`config.mk`:
```
export PLATFORM = sky130hd
export DESIGN_NAME = tlul_fetch_host
export DESIGN_NICKNAME = d
export VERILOG_FILES = /design/src/rtl/tlul_pkg.sv /design/src/rtl/tlul_host_id_fifo.sv /design/src/rtl/tlul_fetch_host.sv
export SDC_FILE = /design/constraint.sdc
export NUM_CORES = 1
export LEC_CHECK = 0
export BUFFER_PORTS_ARGS = -buffer_cell sky130_fd_sc_hd__buf_2
export CAP_MARGIN = 25
export CORE_AREA = 2 2 109 111
export DETAILED_ROUTE_END_ITERATION = 12
export DIE_AREA = 0 0 111 113
export HOLD_SLACK_MARGIN = 0.1
export SYNTH_ARGS = -nofsm -noshare
export SYNTH_HDL_FRONTEND = slang
export SYNTH_SLANG_ARGS = --single-unit
```
`constraint.sdc`:
```
create_clock -name clock -period 2.67 [get_ports clock]
set_input_delay 0.4005 -clock clock [delete_from_list [all_inputs] [get_ports clock]]
set_output_delay 0.4005 -clock clock [all_outputs]
set_load 0.02 [all_outputs]
```
`src/rtl/tlul_pkg.sv`:
```
// TL-UL types, opcodes and defaults shared by the host adapter and its testbench.
package tlul_pkg;

  localparam int TL_AW  = 32;
  localparam int TL_DW  = 32;
  localparam int TL_AIW = 8;
  localparam int TL_DIW = 1;
  localparam int TL_SZW = 2;
  localparam int TL_DBW = TL_DW / 8;

  localparam logic [TL_SZW-1:0] AccessSizeWord = 2'd2;

  typedef enum logic [2:0] {
    PutFullData    = 3'h0,
    PutPartialData = 3'h1,
    Get            = 3'h4
  } tl_a_op_e;

  typedef enum logic [2:0] {
    AccessAck     = 3'h0,
    AccessAckData = 3'h1
  } tl_d_op_e;

  typedef struct packed {
    logic [3:0] instr_type;
    logic [6:0] cmd_intg;
    logic [6:0] data_intg;
  } tl_a_user_t;

  localparam tl_a_user_t TL_A_USER_DEFAULT = '{instr_type: 4'h9, cmd_intg: 7'h0, data_intg: 7'h0};

  typedef struct packed {
    logic [6:0] rsp_intg;
    logic [6:0] data_intg;
  } tl_d_user_t;

  typedef struct packed {
    logic              a_valid;
    tl_a_op_e          a_opcode;
    logic [2:0]        a_param;
    logic [TL_SZW-1:0] a_size;
    logic [TL_AIW-1:0] a_source;
    logic [TL_AW-1:0]  a_address;
    logic [TL_DBW-1:0] a_mask;
    logic [TL_DW-1:0]  a_data;
    tl_a_user_t        a_user;
    logic              d_ready;
  } tl_h2d_t;

  typedef struct packed {
    logic              d_valid;
    tl_d_op_e          d_opcode;
    logic [2:0]        d_param;
    logic [TL_SZW-1:0] d_size;
    logic [TL_AIW-1:0] d_source;
    logic [TL_DIW-1:0] d_sink;
    logic [TL_DW-1:0]  d_data;
    tl_d_user_t        d_user;
    logic              d_error;
    logic              a_ready;
  } tl_d2h_t;

endpackage

```
`src/rtl/tlul_host_id_fifo.sv`:
```
// In-order FIFO of issued source IDs; used by tlul_fetch_host when TLUL_HOST_SRC_CHECK_EN is defined.
module tlul_host_id_fifo #(
  parameter int Depth = 2,
  parameter int Width = 8
) (
  input  logic             clock,
  input  logic             reset,
  input  logic             push,
  input  logic [Width-1:0] wdata,
  input  logic             pop,
  output logic [Width-1:0] head,
  output logic             empty,
  output logic             full
);

  localparam int PtrW = (Depth > 1) ? $clog2(Depth) : 1;
  localparam int CntW = $clog2(Depth + 1);
  localparam logic [PtrW-1:0] PtrLast = PtrW'(Depth - 1);
  localparam logic [CntW-1:0] CntFull = CntW'(Depth);

  logic [Width-1:0] mem [Depth];
  logic [PtrW-1:0]  wr_ptr, rd_ptr;
  logic [CntW-1:0]  count;
  logic             do_push, do_pop;

  assign empty   = (count == '0);
  assign full    = (count == CntFull);
  assign do_push = push & ~full;
  assign do_pop  = pop & ~empty;
  assign head    = mem[rd_ptr];

  always_ff @(posedge clock) begin
    if (do_push) mem[wr_ptr] <= wdata;
  end

  always_ff @(posedge clock or posedge reset) begin
    if (reset) begin
      wr_ptr <= '0;
      rd_ptr <= '0;
      count  <= '0;
    end else begin
      if (do_push) wr_ptr <= (wr_ptr == PtrLast) ? '0 : wr_ptr + 1'b1;
      if (do_pop)  rd_ptr <= (rd_ptr == PtrLast) ? '0 : rd_ptr + 1'b1;
      case ({do_push, do_pop})
        2'b10:   count <= count + 1'b1;
        2'b01:   count <= count - 1'b1;
        default: count <= count;
      endcase
    end
  end

endmodule

```
`src/rtl/tlul_fetch_host.sv`:
```
// TL-UL host adapter turning a core req/gnt/rvalid port into A/D channel traffic.
// Define TLUL_HOST_SRC_CHECK_EN to flag responses whose d_source is out of order.
module tlul_fetch_host
  import tlul_pkg::*;
#(
  parameter int MaxOutstanding = 2,
  parameter int SourceW        = 8,
  parameter int SourceBase     = 0
) (
  input  logic        clock,
  input  logic        reset,
  input  logic        req_i,
  input  logic [31:0] addr_i,
  input  logic        we_i,
  input  logic [3:0]  be_i,
  input  logic [31:0] wdata_i,
  output logic        gnt_o,
  output logic        rvalid_o,
  output logic [31:0] rdata_o,
  output logic        err_o,
  output tl_h2d_t     tl_h_o,
  input  tl_d2h_t     tl_h_i
);

  localparam int CntW = (MaxOutstanding > 1) ? $clog2(MaxOutstanding) : 1;
  localparam int OutW = $clog2(MaxOutstanding + 1);
  localparam logic [OutW-1:0] MaxOut  = OutW'(MaxOutstanding);
  localparam logic [CntW-1:0] SrcLast = CntW'(MaxOutstanding - 1);

  logic [OutW-1:0]    outstanding;
  logic [CntW-1:0]    src_cnt;
  logic [SourceW-1:0] a_src;
  logic               room, a_valid, a_hs, rsp_ok, rsp_err;
  logic               rvalid_q, err_q;
  logic [31:0]        rdata_q;

  // Room comes from the registered count, so a D beat never frees a slot in its own cycle.
  assign room    = (outstanding < MaxOut);
  assign a_valid = req_i & room & ~reset;
  assign a_hs    = a_valid & tl_h_i.a_ready;
  assign rsp_ok  = tl_h_i.d_valid & (outstanding != '0);
  assign a_src   = SourceW'(SourceBase) + SourceW'(src_cnt);

  always_comb begin
    tl_h_o           = '0;
    tl_h_o.a_valid   = a_valid;
    tl_h_o.a_param   = 3'h0;
    tl_h_o.a_size    = AccessSizeWord;
    tl_h_o.a_source  = TL_AIW'(a_src);
    tl_h_o.a_address = {addr_i[31:2], 2'b00};
    tl_h_o.a_data    = wdata_i;
    tl_h_o.a_user    = TL_A_USER_DEFAULT;
    tl_h_o.d_ready   = 1'b1;
    if (we_i) begin
      tl_h_o.a_opcode = (be_i == 4'hF) ? PutFullData : PutPartialData;
      tl_h_o.a_mask   = be_i;
    end else begin
      tl_h_o.a_opcode = Get;
      tl_h_o.a_mask   = 4'hF;
    end
  end

  assign gnt_o = a_hs;

  always_ff @(posedge clock or posedge reset) begin
    if (reset) begin
      outstanding <= '0;
      src_cnt     <= '0;
    end else begin
      if (a_hs) src_cnt <= (src_cnt == SrcLast) ? '0 : src_cnt + 1'b1;
      case ({a_hs, rsp_ok})
        2'b10:   outstanding <= outstanding + 1'b1;
        2'b01:   outstanding <= outstanding - 1'b1;
        default: outstanding <= outstanding;
      endcase
    end
  end

`ifdef TLUL_HOST_SRC_CHECK_EN
  logic [SourceW-1:0] head_src;
  logic               fifo_empty, fifo_full;
  logic               unused_tl;

  tlul_host_id_fifo #(
    .Depth (MaxOutstanding),
    .Width (SourceW)
  ) u_id_fifo (
    .clock (clock),
    .reset (reset),
    .push  (a_hs),
    .wdata (a_src),
    .pop   (rsp_ok),
    .head  (head_src),
    .empty (fifo_empty),
    .full  (fifo_full)
  );

  assign rsp_err   = tl_h_i.d_error | (SourceW'(tl_h_i.d_source) != head_src);
  assign unused_tl = ^{tl_h_i.d_param, tl_h_i.d_size, tl_h_i.d_sink, tl_h_i.d_user,
                       fifo_empty, fifo_full};
`else
  logic unused_tl;

  assign rsp_err   = tl_h_i.d_error;
  assign unused_tl = ^{tl_h_i.d_param, tl_h_i.d_size, tl_h_i.d_sink, tl_h_i.d_user,
                       tl_h_i.d_source};
`endif

  // Beats arriving with nothing outstanding are consumed and dropped here.
  always_ff @(posedge clock or posedge reset) begin
    if (reset) begin
      rvalid_q <= 1'b0;
      rdata_q  <= '0;
      err_q    <= 1'b0;
    end else begin
      rvalid_q <= rsp_ok;
      if (rsp_ok) begin
        rdata_q <= (tl_h_i.d_opcode == AccessAckData) ? tl_h_i.d_data : '0;
        err_q   <= rsp_err;
      end
    end
  end

  assign rvalid_o = rvalid_q;
  assign rdata_o  = rdata_q;
  assign err_o    = err_q;

endmodule

```
Word level (Yosys, flattened, before mapping)
Cells that the tools add are included.

operators by class
  add/subtract/negate cells = 3
  magnitude comparators = 1
  equality and inequality tests = 4
  muxes and demuxes = 6
  bitwise operators = 5
  reductions and logical operators = 2

operators by type and width
  cell                   count
  $mux W32               1
  $and A1 B1 Y1          4
  $eq A4 B4 Y1 const B   1
  $mux W4                1
  $pmux W2 S2            1
  $reduce_bool A2 Y1     2
  $eq A3 B1 Y1 const B   1
  $mux W3                1
  $add A2 B1 Y2 const B  1
  $eq A2 B1 Y1 const B   1
  $eq A2 B2 Y1 const B   1
  $lt A2 B2 Y1 const B   1
  $mux W1                2
  $sub A2 B1 Y2 const B  1
  $add A1 B1 Y1 const B  1
  $not A1 Y1             1

storage, ports and cells
  flip-flop bits (word level) = 37
  bits of input ports = 138
  output and inout bits = 139
  logic and storage cells = 26

Longest topological paths before layout
Gate-level depths: netlist of the first run.

  word-level depth = 6
  gate-level depth with buffers = 7
  gate-level depth less buffers = 6

Worst setup path after synthesis of the first run
OpenSTA, ideal clock, no wires.

  kind = reg2reg
  from = register outstanding[0]
  to = register outstanding[1]
  arrival time = 1.669 ns
  data required time = 2.591 ns
  slack = 0.922 ns
  cell stages (with the launch flop) = 7
  path buffers = 1
  path through = dfrtp_1 o21ai_2 clkbuf_1 inv_1 ha_1 nor2_1 xor2_1

RTL lines
  item                                                      RTL line               text
  from (decl)                                               tlul_fetch_host.sv:30  logic [OutW-1:0] outstanding;
  from (signal assigned)                                    tlul_fetch_host.sv:72  2'b10: outstanding <= outstanding + 1'b1;
  from (signal assigned)                                    tlul_fetch_host.sv:73  2'b01: outstanding <= outstanding - 1'b1;
  from (signal assigned)                                    tlul_fetch_host.sv:74  default: outstanding <= outstanding;
  $reduce_bool A2 Y1 *                                      tlul_fetch_host.sv:41  assign rsp_ok = tl_h_i.d_valid & (outstanding != '0);
  $and A1 B1 Y1 *                                           tlul_fetch_host.sv:41
  named net rsp_ok                                          tlul_fetch_host.sv:33  logic room, a_valid, a_hs, rsp_ok, rsp_err;
  $eq A2 B1 Y1 / $eq A2 B2 Y1 (equally long branches)       tlul_fetch_host.sv:71  case ({a_hs, rsp_ok})
  $pmux W2 S2 / $reduce_bool A2 Y1 (equally long branches)  n/a

The timed path passes the listed nets; every way through them passes the cells marked *.
A chain may end at the register's enable or synchronous reset.

Worst setup path in the final report of the first run
  from = register outstanding[1]
  to = output gnt_o

on the way
  cells in the longest elaborated chain, start to end = 4

RTL lines
  item                        RTL line               text
  $lt A2 B2 Y1                tlul_fetch_host.sv:38  assign room = (outstanding < MaxOut);
  $and A1 B1 Y1 (2 in a row)  tlul_fetch_host.sv:39  assign a_valid = req_i & room & ~reset;
  $and A1 B1 Y1               tlul_fetch_host.sv:40  assign a_hs = a_valid & tl_h_i.a_ready;
  to (decl)                   tlul_fetch_host.sv:17  output logic gnt_o,

Every way passes these cells.

==> reports/metrics.cfg, run 1 <==
[worst_hold_path]
hp_class = in2async

[power]
peakVddDrop_uv = 351
power_density_nw_per_um2 = 785
static-leakage-power_uw = 0.00126

[route]
routed_via_density = 3.64
first_iter_violations = 15
wl_per_cell_um = 12.6
dr.pass1.iters = 2
ant_nets = 0
totalWireLength_um = 4610
drc = 0
route.vias.total = 1329

[sta]
grt_setup_unrepaired = no
finalSetupViolations = 0
maxSlewViolCount = 0
max-slew-margin-rel_pct = 45.0
final_period_minus_worst_setup_slack_ns = 1.77
max_freq_mhz = 566
worst_clock_skew_ns = 0.00786
setup_tns_final_ns = 0
final-hold-violation-count = 0
worst_pin_slew_ns = 0.823
final_min_period_over_clock_period_pct = 66.1

[cells_and_area]
finalCoreUtilization_pct = 20.2
nets = 359
final_layout_size_suffix_gt1_share_pct = 45.2
multi_input_comb_area_um2 = 556
mostFrequentLayoutCells = 88 x sky130_fd_sc_hd__buf_2, 37 x sky130_fd_sc_hd__dfrtp_1, 34 x sky130_fd_sc_hd__conb_1, 32 x sky130_fd_sc_hd__a22o_1, 5 x sky130_fd_sc_hd__clkbuf_16
seq_area_um2 = 926
final.fill_count = 1225
layout.cells.most_common = sky130_fd_sc_hd__buf_2
area_growth_syn_to_layout_pct = 5.94

[worst_setup_path]
required_ns = 2.27
cpLargestDelayFamily = simple AND/OR/NAND/NOR gates
cp_slowest_stage_delay_ns = 0.43
timing.critical_path.cells = nor3b_1 -> nand2_1 -> inv_1 -> buf_2
reg2reg_setup_slack_ns = 0.92
critPathBufInv = 2
critical_path.slowest_cell = sky130_fd_sc_hd__dfrtp_1
worst-endpoint-arrival_ns = 1.37
cp-end-kind = output pin
critical_path_class = reg2out
critical_path.max_fanout = 3
timing.critical_path.from = outstanding[1]$_DFFE_PP0P_
worst_setup_path_start_kind = flip-flop
worst_r2r_startpoint = outstanding[0]$_DFFE_PP0P_

[floorplanning]
initial_standard_cell_utilization_of_the_core_pct = 19.1
die_area_um2 = 12500
placeableCoreArea_um2 = 11300
std_cell_rows = 39
chipWidth_um = 111
num_io_pins = 277
die_height_um = 113

[synth]
yosysTopAreaCellShare_pct = 43.1
synth_simple_gate_area_share_pct = 2.97
netlist_area_um2 = 2150
postSynthCellCount = 195
avgSynthCellArea_um2 = 11.0
yosys.area_share.xor_xnor_pct = 1.63
post_synth_num_cell_types = 18
synth-seq-area-share_pct = 43.1
synth_mux_area_share_pct = 0.524
synth_compound_area_share_pct = 13.9
ys_top_cells_by_area = sky130_fd_sc_hd__dfrtp_1 43%, sky130_fd_sc_hd__buf_4 34%, sky130_fd_sc_hd__a22o_1 13%
yosys_warnings = 0
synth_top_family_by_area = buffers and inverters
yosys_register_bits = 37
synth_area_leader_cell = sky130_fd_sc_hd__dfrtp_1
synth_adder_area_share_pct = 0.582

[global_route]
grt_util_all_layers_pct = 7.50
globalRoute.totalOverflow = 0
grt_pass1_wl_um = 7180
grt_util_met3_pct = 3.59
met2_resource_use_gr_pct = 11.3
antenna_found_initial = 0
first_global_vias = 1347
grt_start_max_net_pins = 38
global_route.usage.met1_pct = 8.15
globalRoute.busiestLayer = met2

[clock_network]
cts_buffers = 5
clock_latency_ns = 0.28
cts_max_path_buffers = 2
cts_root_buffer = sky130_fd_sc_hd__clkbuf_16
cts_tree = built
htree_levels = 2
ctsHoldBuffers = 0
clk_transition_reported_paths_ns = 0.06
cts_repair_resize_count = 0
clock_sinks = 37
post-cts-setup-buffer-count = 0

[flow_run]
timing.max_cap.violations = 0

[placed_design]
place.port_buffers = 88
final_estimated_routing_congestion_in_global_placement = 0.735
dp.final_hpwl_um = 3440

[status]
outcome = complete, no violations

==> report_power, final <==
group          internal, uW  total, uW  leakage (uW)  switching, uW
Sequential              653        718      0.000499           64.4
Clock                   346        578     0.0000631            232
Combinational           177        491      0.000695            314
Total                  1180       1790       0.00126            611
==> sequential cells by signal, summed over array words and instances, names as in the netlist <==
register and count:
src_cnt 1, err_o 1, rvalid_o 1, outstanding 2, rdata_o 32
==> worst reg2reg max path, cell delays in order (launching register included) <==
cell and delay [ns]:
sky130_fd_sc_hd__dfrtp_1 0.44, sky130_fd_sc_hd__o21ai_4 0.47, sky130_fd_sc_hd__buf_4 0.37, sky130_fd_sc_hd__mux2_1 0.35
==> Yosys cell counts <==
master,n
sky130_fd_sc_hd__nor2_1,1
sky130_fd_sc_hd__ha_1,1
sky130_fd_sc_hd__conb_1,2
sky130_fd_sc_hd__nor3b_1,1
sky130_fd_sc_hd__buf_4,98
sky130_fd_sc_hd__nand2_1,1
sky130_fd_sc_hd__mux2_1,1
sky130_fd_sc_hd__nor4b_4,1
sky130_fd_sc_hd__inv_1,4
sky130_fd_sc_hd__xnor2_1,3
sky130_fd_sc_hd__nand2b_1,4
sky130_fd_sc_hd__dfrtp_1,37
sky130_fd_sc_hd__buf_6,3
sky130_fd_sc_hd__o21ai_2,1
sky130_fd_sc_hd__a22o_1,32
sky130_fd_sc_hd__a41oi_1,1
sky130_fd_sc_hd__clkbuf_1,3
sky130_fd_sc_hd__xor2_1,1
==> worst paths after layout <==
path | endpoint | depth (start not counted)
max | gnt_o | 4
min | rvalid_o$_DFF_PP0_ | 2
max reg2reg | err_o$_DFFE_PP0P_ | 3
min reg2reg | src_cnt$_DFFE_PP0P_ | 1
max in group asynchronous | rdata_o[23]$_DFFE_PP0P_ | 2
min in group clock | err_o$_DFFE_PP0P_ | 2
==> per-stage QoR <==
stage / hold WS [ns] / power [uW] / setup WS (ns) / std cells / cell area, um^2
after detailed placement: 0.478 / 1230 / 0.884 / 356 / 2130
after CTS: 0.320 / 1840 / 0.869 / 364 / 2270
final: 0.290 / 1790 / 0.904 / 365 / 2280
after global routing: 0.326 / 1900 / 0.736 / 364 / 2270
after global placement: 0.471 / 1220 / 0.906 / 356 / 2130
after floorplan: 0.448 / 1230 / 0.922 / 227 / 2270
==> logic make-up (layout without fill, tap and decap cells) <==
family,Yosys count,after routing
other,2,35
muxes,1,1
buffers and inverters,108,102
adders and majority gates,1,1
AOI/OAI and AO/OA,34,34
DFF,37,37
xor gates and xnor gates,4,4
and+or+nand+nor,8,8
==> per-layer routing <==
layer | share of wire [%] | vias to the layer above
li1 | - | 569
met1 | 38 | 630
met2 | 44 | 101
met3 | 13 | 29
met4 | 5.7 | 0
met5 | 0 | -
==> cell type report <==
type | count | area share, %
antenna | 1 | 0.110
clock inverter | 2 | 0.659
tap | 143 | 7.86
clock buffer | 6 | 5.66
timing repair buffer | 90 | 20.0
sequential | 37 | 40.7
inverter | 4 | 0.659
multi-input combinational | 82 | 24.4
Power figures use the tool's default switching activity.
==> inputs of run 2 (changes only) <==
--- a/config.mk
+++ b/config.mk
@@ -7,9 +7,9 @@
 export LEC_CHECK = 0
 export BUFFER_PORTS_ARGS = -buffer_cell sky130_fd_sc_hd__buf_2
 export CAP_MARGIN = 25
-export CORE_AREA = 2 2 109 111
+export CORE_AREA = 2 2 107 109
 export DETAILED_ROUTE_END_ITERATION = 12
-export DIE_AREA = 0 0 111 113
+export DIE_AREA = 0 0 109 111
 export HOLD_SLACK_MARGIN = 0.1
 export SYNTH_ARGS = -nofsm -noshare
 export SYNTH_HDL_FRONTEND = slang
==> constraint.sdc (replaced) <==
create_clock -name clock -period 1.7 [get_ports clock]
set_input_delay 0.255 -clock clock [delete_from_list [all_inputs] [get_ports clock]]
set_output_delay 0.255 -clock clock [all_outputs]
set_load 0.02 [all_outputs]
==> run 2 against run 1 <==
  * Sequential share of layout area decreased by 1.1 points
  * Utilization increased by 0.91 points
  * Sequential power increased by 57%
  * Power increased by 62%
  * Setup slack got worse by 0.79 ns
  * Largest cell class unchanged
  * Routed wire length decreased by 4.5%
  * Flip-flop and latch count unchanged
  * Non-clock buffer count increased by 4
==> reports/metrics.cfg, run 2 (synthesis results as in run 1) <==
[global_route]
grt_util_all_layers_pct = 7.24
grt_pass1_wl_um = 6390
met2_resource_use_gr_pct = 11.1
first_global_vias = 1237
globalRoute.totalOverflow = 0
globalRoute.busiestLayer = met2
grt_util_met3_pct = 3.12
grt_start_max_net_pins = 38
global_route.usage.met1_pct = 7.97
antenna_found_initial = 0

[floorplanning]
initial_standard_cell_utilization_of_the_core_pct = 19.4
die_area_um2 = 12100
chipWidth_um = 109
placeableCoreArea_um2 = 11100
num_io_pins = 277
die_height_um = 111
std_cell_rows = 39

[sta]
worst_clock_skew_ns = 0.00569
final-hold-violation-count = 0
worst_hold_slack_ns = 0.186
maxSlewViolCount = 0
grt_setup_unrepaired = no
finalSetupViolations = 0
setup_tns_final_ns = 0
max_freq_mhz = 629
final_min_period_over_clock_period_pct = 93.5
final_period_minus_worst_setup_slack_ns = 1.59

[worst_setup_path]
worst_setup_path_start_kind = flip-flop
cp_slowest_stage_delay_ns = 0.44
critical_path.max_fanout = 3
rr_worst_depth = 5
required_ns = 1.44
worst-endpoint-arrival_ns = 1.33
critPathBufInv = 2
crit_cells = 4
critical_path_class = reg2out
critical_path.slowest_cell = sky130_fd_sc_hd__dfrtp_1
cp-end-kind = output pin
cpLargestDelayFamily = flip-flops
timing.critical_path.cells = nor3b_2 -> nand2_1 -> inv_1 -> buf_2

[power]
power_uw = 2900
seq_power_share_pct = 39.1
power.internal_uw = 1940
power.share.combinational_pct = 27.4
static-leakage-power_uw = 0.00129
p_sw_share_pct = 33.0
power_density_nw_per_um2 = 1240
power_switching_uw = 956
peakVddDrop_uv = 366
clock_power_share_pct = 33.6

[clock_network]
cts_max_path_buffers = 2
post-cts-setup-buffer-count = 0
cts_root_buffer = sky130_fd_sc_hd__clkbuf_16
clock_sinks = 37
htree_levels = 2
cts_buffers = 5
clock_latency_ns = 0.28
clk_transition_reported_paths_ns = 0.06
cts_tree = built

[cells_and_area]
number_of_diodes_added_for_antenna_fixing = 0
mostFrequentLayoutCells = 88 x sky130_fd_sc_hd__buf_2, 37 x sky130_fd_sc_hd__dfrtp_1, 34 x sky130_fd_sc_hd__conb_1, 32 x sky130_fd_sc_hd__a22o_1, 5 x sky130_fd_sc_hd__clkbuf_16
nets = 363
final_layout_size_suffix_gt1_share_pct = 46.2
area_growth_syn_to_layout_pct = 8.79
layout.cells.most_common = sky130_fd_sc_hd__buf_2
largest_register_ffs = 32

[route]
totalWireLength_um = 4400
dr.pass1.iters = 3
ant_nets = 0
drc = 0
route.vias.total = 1313
wl_per_cell_um = 12.0
routed_via_density = 3.57
first_iter_violations = 20

[flow_run]
timing.max_cap.violations = 0

[placed_design]
dp.final_hpwl_um = 3240
place.port_buffers = 88
final_estimated_routing_congestion_in_global_placement = 0.614

[worst_hold_path]
hold-path-cell-count = 2
hp_class = in2reg

[status]
outcome = complete, no violations

## run 2: power groups by stage
stage | clock [uW] | combinational, uW | sequential, uW
6_report | 973 | 794 | 1130
5_1_grt | 1070 | 869 | 1150
4_1_cts | 1020 | 808 | 1130
3_5_place_dp | 0 | 808 | 1140
3_3_place_gp | 0 | 788 | 1140
2_1_floorplan | 0 | 678 | 1260
## run 2: worst register-to-register path: stages, from the launching register on
cell,delay (ns)
sky130_fd_sc_hd__dfrtp_1,0.44
sky130_fd_sc_hd__nor3b_2,0.26
sky130_fd_sc_hd__nand2_1,0.14
sky130_fd_sc_hd__ha_1,0.34
sky130_fd_sc_hd__nor2_1,0.13
sky130_fd_sc_hd__xor2_1,0.16
## run 2: metal layers
metal / wire length [um] / vias to the layer above
li1: - / 578
met1: 1640 / 616
met2: 2060 / 94
met3: 486 / 25
met4: 212 / 0
met5: 0 / -
## run 2: timing repair
action	in CTS	in global routing
hold buffers	1	0
hold endpoints to repair	2	0
gates resized for setup	0	1
setup endpoints to repair	0	2
## run 2: cell type report
| cell class | instances | area (um^2) |
|---|---|---|
| repair buffers | 94 | 500 |
| multi-input cells | 82 | 561 |
| clock buffers | 7 | 153 |
| clock inverters | 1 | 5.00 |
| fillers | 1221 | 8740 |
| flip-flops and latches | 37 | 926 |
| well taps | 143 | 179 |
| inverters | 4 | 15.0 |
## run 2: worst paths after layout
path	start	end	slack (ns)
max in group asynchronous	reset	rdata_o[31]$_DFFE_PP0P_	0.70
worst max-delay path	outstanding[1]$_DFFE_PP0P_	gnt_o	0.11
worst max register to register	outstanding[1]$_DFFE_PP0P_	outstanding[1]$_DFFE_PP0P_	0.15
min in group asynchronous	reset	rdata_o[13]$_DFFE_PP0P_	0.66
worst min register to register	src_cnt$_DFFE_PP0P_	src_cnt$_DFFE_PP0P_	0.47
worst min-delay path	tl_h_i[19]	rdata_o[3]$_DFFE_PP0P_	0.19
## run 2: metrics by stage
step	area [um^2]	instances	utilization (%)	worst slack (ns)
finish	2340	368	21.1	0.110
global route	2340	368	21.1	0.0326
CTS	2330	368	21.1	0.0430
detailed placement	2170	359	19.6	0.0934
global placement	2170	359	19.6	0.199
floorplan	2270	227	-	0.0383
==> inputs of run 3 (changes only) <==
--- a/config.mk
+++ b/config.mk
@@ -5,11 +5,12 @@
 export SDC_FILE = /design/constraint.sdc
 export NUM_CORES = 1
 export LEC_CHECK = 0
+export ABC_AREA = 1
 export BUFFER_PORTS_ARGS = -buffer_cell sky130_fd_sc_hd__buf_2
 export CAP_MARGIN = 25
-export CORE_AREA = 2 2 107 109
+export CORE_AREA = 2 2 106 108
 export DETAILED_ROUTE_END_ITERATION = 12
-export DIE_AREA = 0 0 109 111
+export DIE_AREA = 0 0 108 110
 export HOLD_SLACK_MARGIN = 0.1
 export SYNTH_ARGS = -nofsm -noshare
 export SYNTH_HDL_FRONTEND = slang
==> run 3 against run 2 <==
  * Routed wire length rose by 18%
  * Die area fell by 1.8%
  * Synthesized cell count rose by 45%
  * Clock-buffer cell count fell by 1
==> reports/metrics.cfg, run 3 <==
[cells_and_area]
number_of_diodes_added_for_antenna_fixing = 0
mostFrequentLayoutCells = 88 x sky130_fd_sc_hd__buf_2, 75 x sky130_fd_sc_hd__nand2_1, 37 x sky130_fd_sc_hd__dfrtp_1, 34 x sky130_fd_sc_hd__conb_1, 33 x sky130_fd_sc_hd__nand3_1
area_growth_syn_to_layout_pct = 1.42
layout.cells.most_common = sky130_fd_sc_hd__buf_2
finalCoreUtilization_pct = 22.5
nets = 445
final_layout_size_suffix_gt1_share_pct = 35.3
fin_area_um2 = 2400
largest_register_ffs = 32

[synth]
yosysTopAreaCellShare_pct = 39.1
yosys_register_bits = 37
most_common_cell_in_the_synthesized_netlist = sky130_fd_sc_hd__buf_4
synth_area_leader_cell = sky130_fd_sc_hd__dfrtp_1
prevailing_post_synth_register_cell = sky130_fd_sc_hd__dfrtp_1
ys_top_cells_by_area = sky130_fd_sc_hd__dfrtp_1 39%, sky130_fd_sc_hd__buf_4 32%, sky130_fd_sc_hd__nand2_1 12%
synth_edf_count = 0
postSynthCellCount = 283
avgSynthCellArea_um2 = 8.38
async_set_or_reset_flop_fraction_in_the_synthesized_netlist_pct = 100
yosys_warnings = 0
post_synth_most_frequent_cells = 100 x sky130_fd_sc_hd__buf_4, 75 x sky130_fd_sc_hd__nand2_1, 37 x sky130_fd_sc_hd__dfrtp_1
synth-seq-area-share_pct = 39.1
netlist_area_um2 = 2370
post_synth_num_cell_types = 19

[global_route]
grt_util_all_layers_pct = 8.68
grt_pass1_wl_um = 7980
antenna_found_initial = 0
first_global_vias = 1613
globalRoute.totalOverflow = 0
grt_start_max_net_pins = 39

[route]
route.vias.total = 1682
first_iter_violations = 61
routed_via_density = 3.77
totalWireLength_um = 5220
dr.pass1.iters = 4
drc = 0
ant_nets = 0
wl_per_cell_um = 11.7

[clock_network]
ctsHoldBuffers = 0
clock_latency_ns = 0.28
cts_tree = built
clock_sinks = 37
cts_repair_resize_count = 0
htree_levels = 2
cts_root_buffer = sky130_fd_sc_hd__clkbuf_8
cts_buffers = 5
cts_max_path_buffers = 2
clk_transition_reported_paths_ns = 0.08
post-cts-setup-buffer-count = 0

[placed_design]
dpl-instance-area_um2 = 2310
detailedPlace.worstSlack_ns = 0.178
place.port_buffers = 88
dp.final_hpwl_um = 3870
final_estimated_routing_congestion_in_global_placement = 0.707

[worst_setup_path]
rr_worst_depth = 7
timing.critical_path.from = outstanding[1]$_DFFE_PP0P_
reg2reg_setup_slack_ns = 0.18
cp-end-kind = output pin
worst-endpoint-arrival_ns = 1.28
regToRegEndpoint = outstanding[1]$_DFFE_PP0P_
required_ns = 1.44
critical_path.max_fanout = 5
worst_setup_path_start_kind = flip-flop
critPathCapture = gnt_o
worst_r2r_startpoint = outstanding[1]$_DFFE_PP0P_
critical_path_class = reg2out

[status]
outcome = complete, no violations

[power]
peakVddDrop_uv = 434
power_uw = 2710
power_density_nw_per_um2 = 1130
static-leakage-power_uw = 0.00147

[sta]
worst_clock_skew_ns = 0.00972
final_min_period_over_clock_period_pct = 90.1
final-hold-violation-count = 0
max_freq_mhz = 653
maxSlewViolCount = 0
setup_tns_final_ns = 0
grt_setup_unrepaired = no
postLayoutSetupSlackWorst_ns = 0.168
finalSetupViolations = 0
final_period_minus_worst_setup_slack_ns = 1.53

[floorplanning]
std_cell_rows = 38
die_height_um = 110
chipWidth_um = 108
placeableCoreArea_um2 = 10700
die_area_um2 = 11900
initial_standard_cell_utilization_of_the_core_pct = 22.2
num_io_pins = 277

[worst_hold_path]
hp_class = in2async

[flow_run]
timing.max_cap.violations = 0

## run 3: changes by cell type in the layout (fill, tap and decap cells not counted), moves of 5 or more
cell / before / now
sky130_fd_sc_hd__clkbuf_16: 5 / 0
sky130_fd_sc_hd__inv_1: 3 / 11
sky130_fd_sc_hd__a22o_1: 32 / 0
sky130_fd_sc_hd__nand2_1: 1 / 75
sky130_fd_sc_hd__nand3_1: 0 / 33
## run 3: worst min path at each step
stage | endpoint | depth (start not counted) | slack [ns]
2_1_floorplan | err_o$_DFFE_PP0P_ | 1 | 0.23
3_3_place_gp | src_cnt$_DFFE_PP0P_ | 3 | 0.45
3_5_place_dp | err_o$_DFFE_PP0P_ | 3 | 0.46
4_1_cts | src_cnt$_DFFE_PP0P_ | 3 | 0.14
5_1_grt | err_o$_DFFE_PP0P_ | 3 | 0.16
6_report | src_cnt$_DFFE_PP0P_ | 3 | 0.14
## run 3: metal layers
layer  GRT usage, %  up-vias  share of wire (%)
met5              0        -                  0
li1               -      786                  -
met1           9.34      787                 37
met3           2.88       32                7.5
met4           5.22        0                3.8
met2           14.9       77                 51
## run 3: cell type report
class	instances	area (um^2)
fill	1202	8290
clock buffer	6	82.6
tap	140	175
clock inverter	1	7.51
sequential	37	926
multi-input combinational	158	693
inverter	13	57.6
timing repair buffer	91	463
## run 3: per-stage QoR
stage                     hold slack (ns)  cells
final                               0.138    446
after global routing                0.165    446
after CTS                           0.143    446
after detailed placement            0.463    439
after global placement              0.453    439
after floorplan                     0.227    315
## run 3: where the power goes
group / internal [uW] / leakage (uW) / switching, uW / total, uW
Sequential: 1030 / 0.000500 / 104 / 1140
Combinational: 275 / 0.000922 / 663 / 939
Clock: 321 / 0.0000433 / 314 / 634
Total: 1630 / 0.00147 / 1080 / 2710
## run 3: worst max-delay path, stage by stage, from the launching register on
cell and delay (ns):
sky130_fd_sc_hd__dfrtp_1 0.45, sky130_fd_sc_hd__nor2_1 0.19, sky130_fd_sc_hd__nand3_2 0.12, sky130_fd_sc_hd__inv_1 0.07
sky130_fd_sc_hd__buf_2 0.15
## run 3: cells by family (layout without fill, tap and decap cells)
group | after synthesis | count (layout) | share of synthesized area, %
and+or+nand+nor | 121 | 121 | 22.5
buffers and inverters | 120 | 111 | 37.0
DFF | 37 | 37 | 39.1
other | 2 | 34 | 0.317
adders and majority gates | 1 | 1 | 0.528
AOI/OAI and AO/OA | 1 | 1 | 0.211
xor gates and xnor gates | 1 | 1 | 0.369
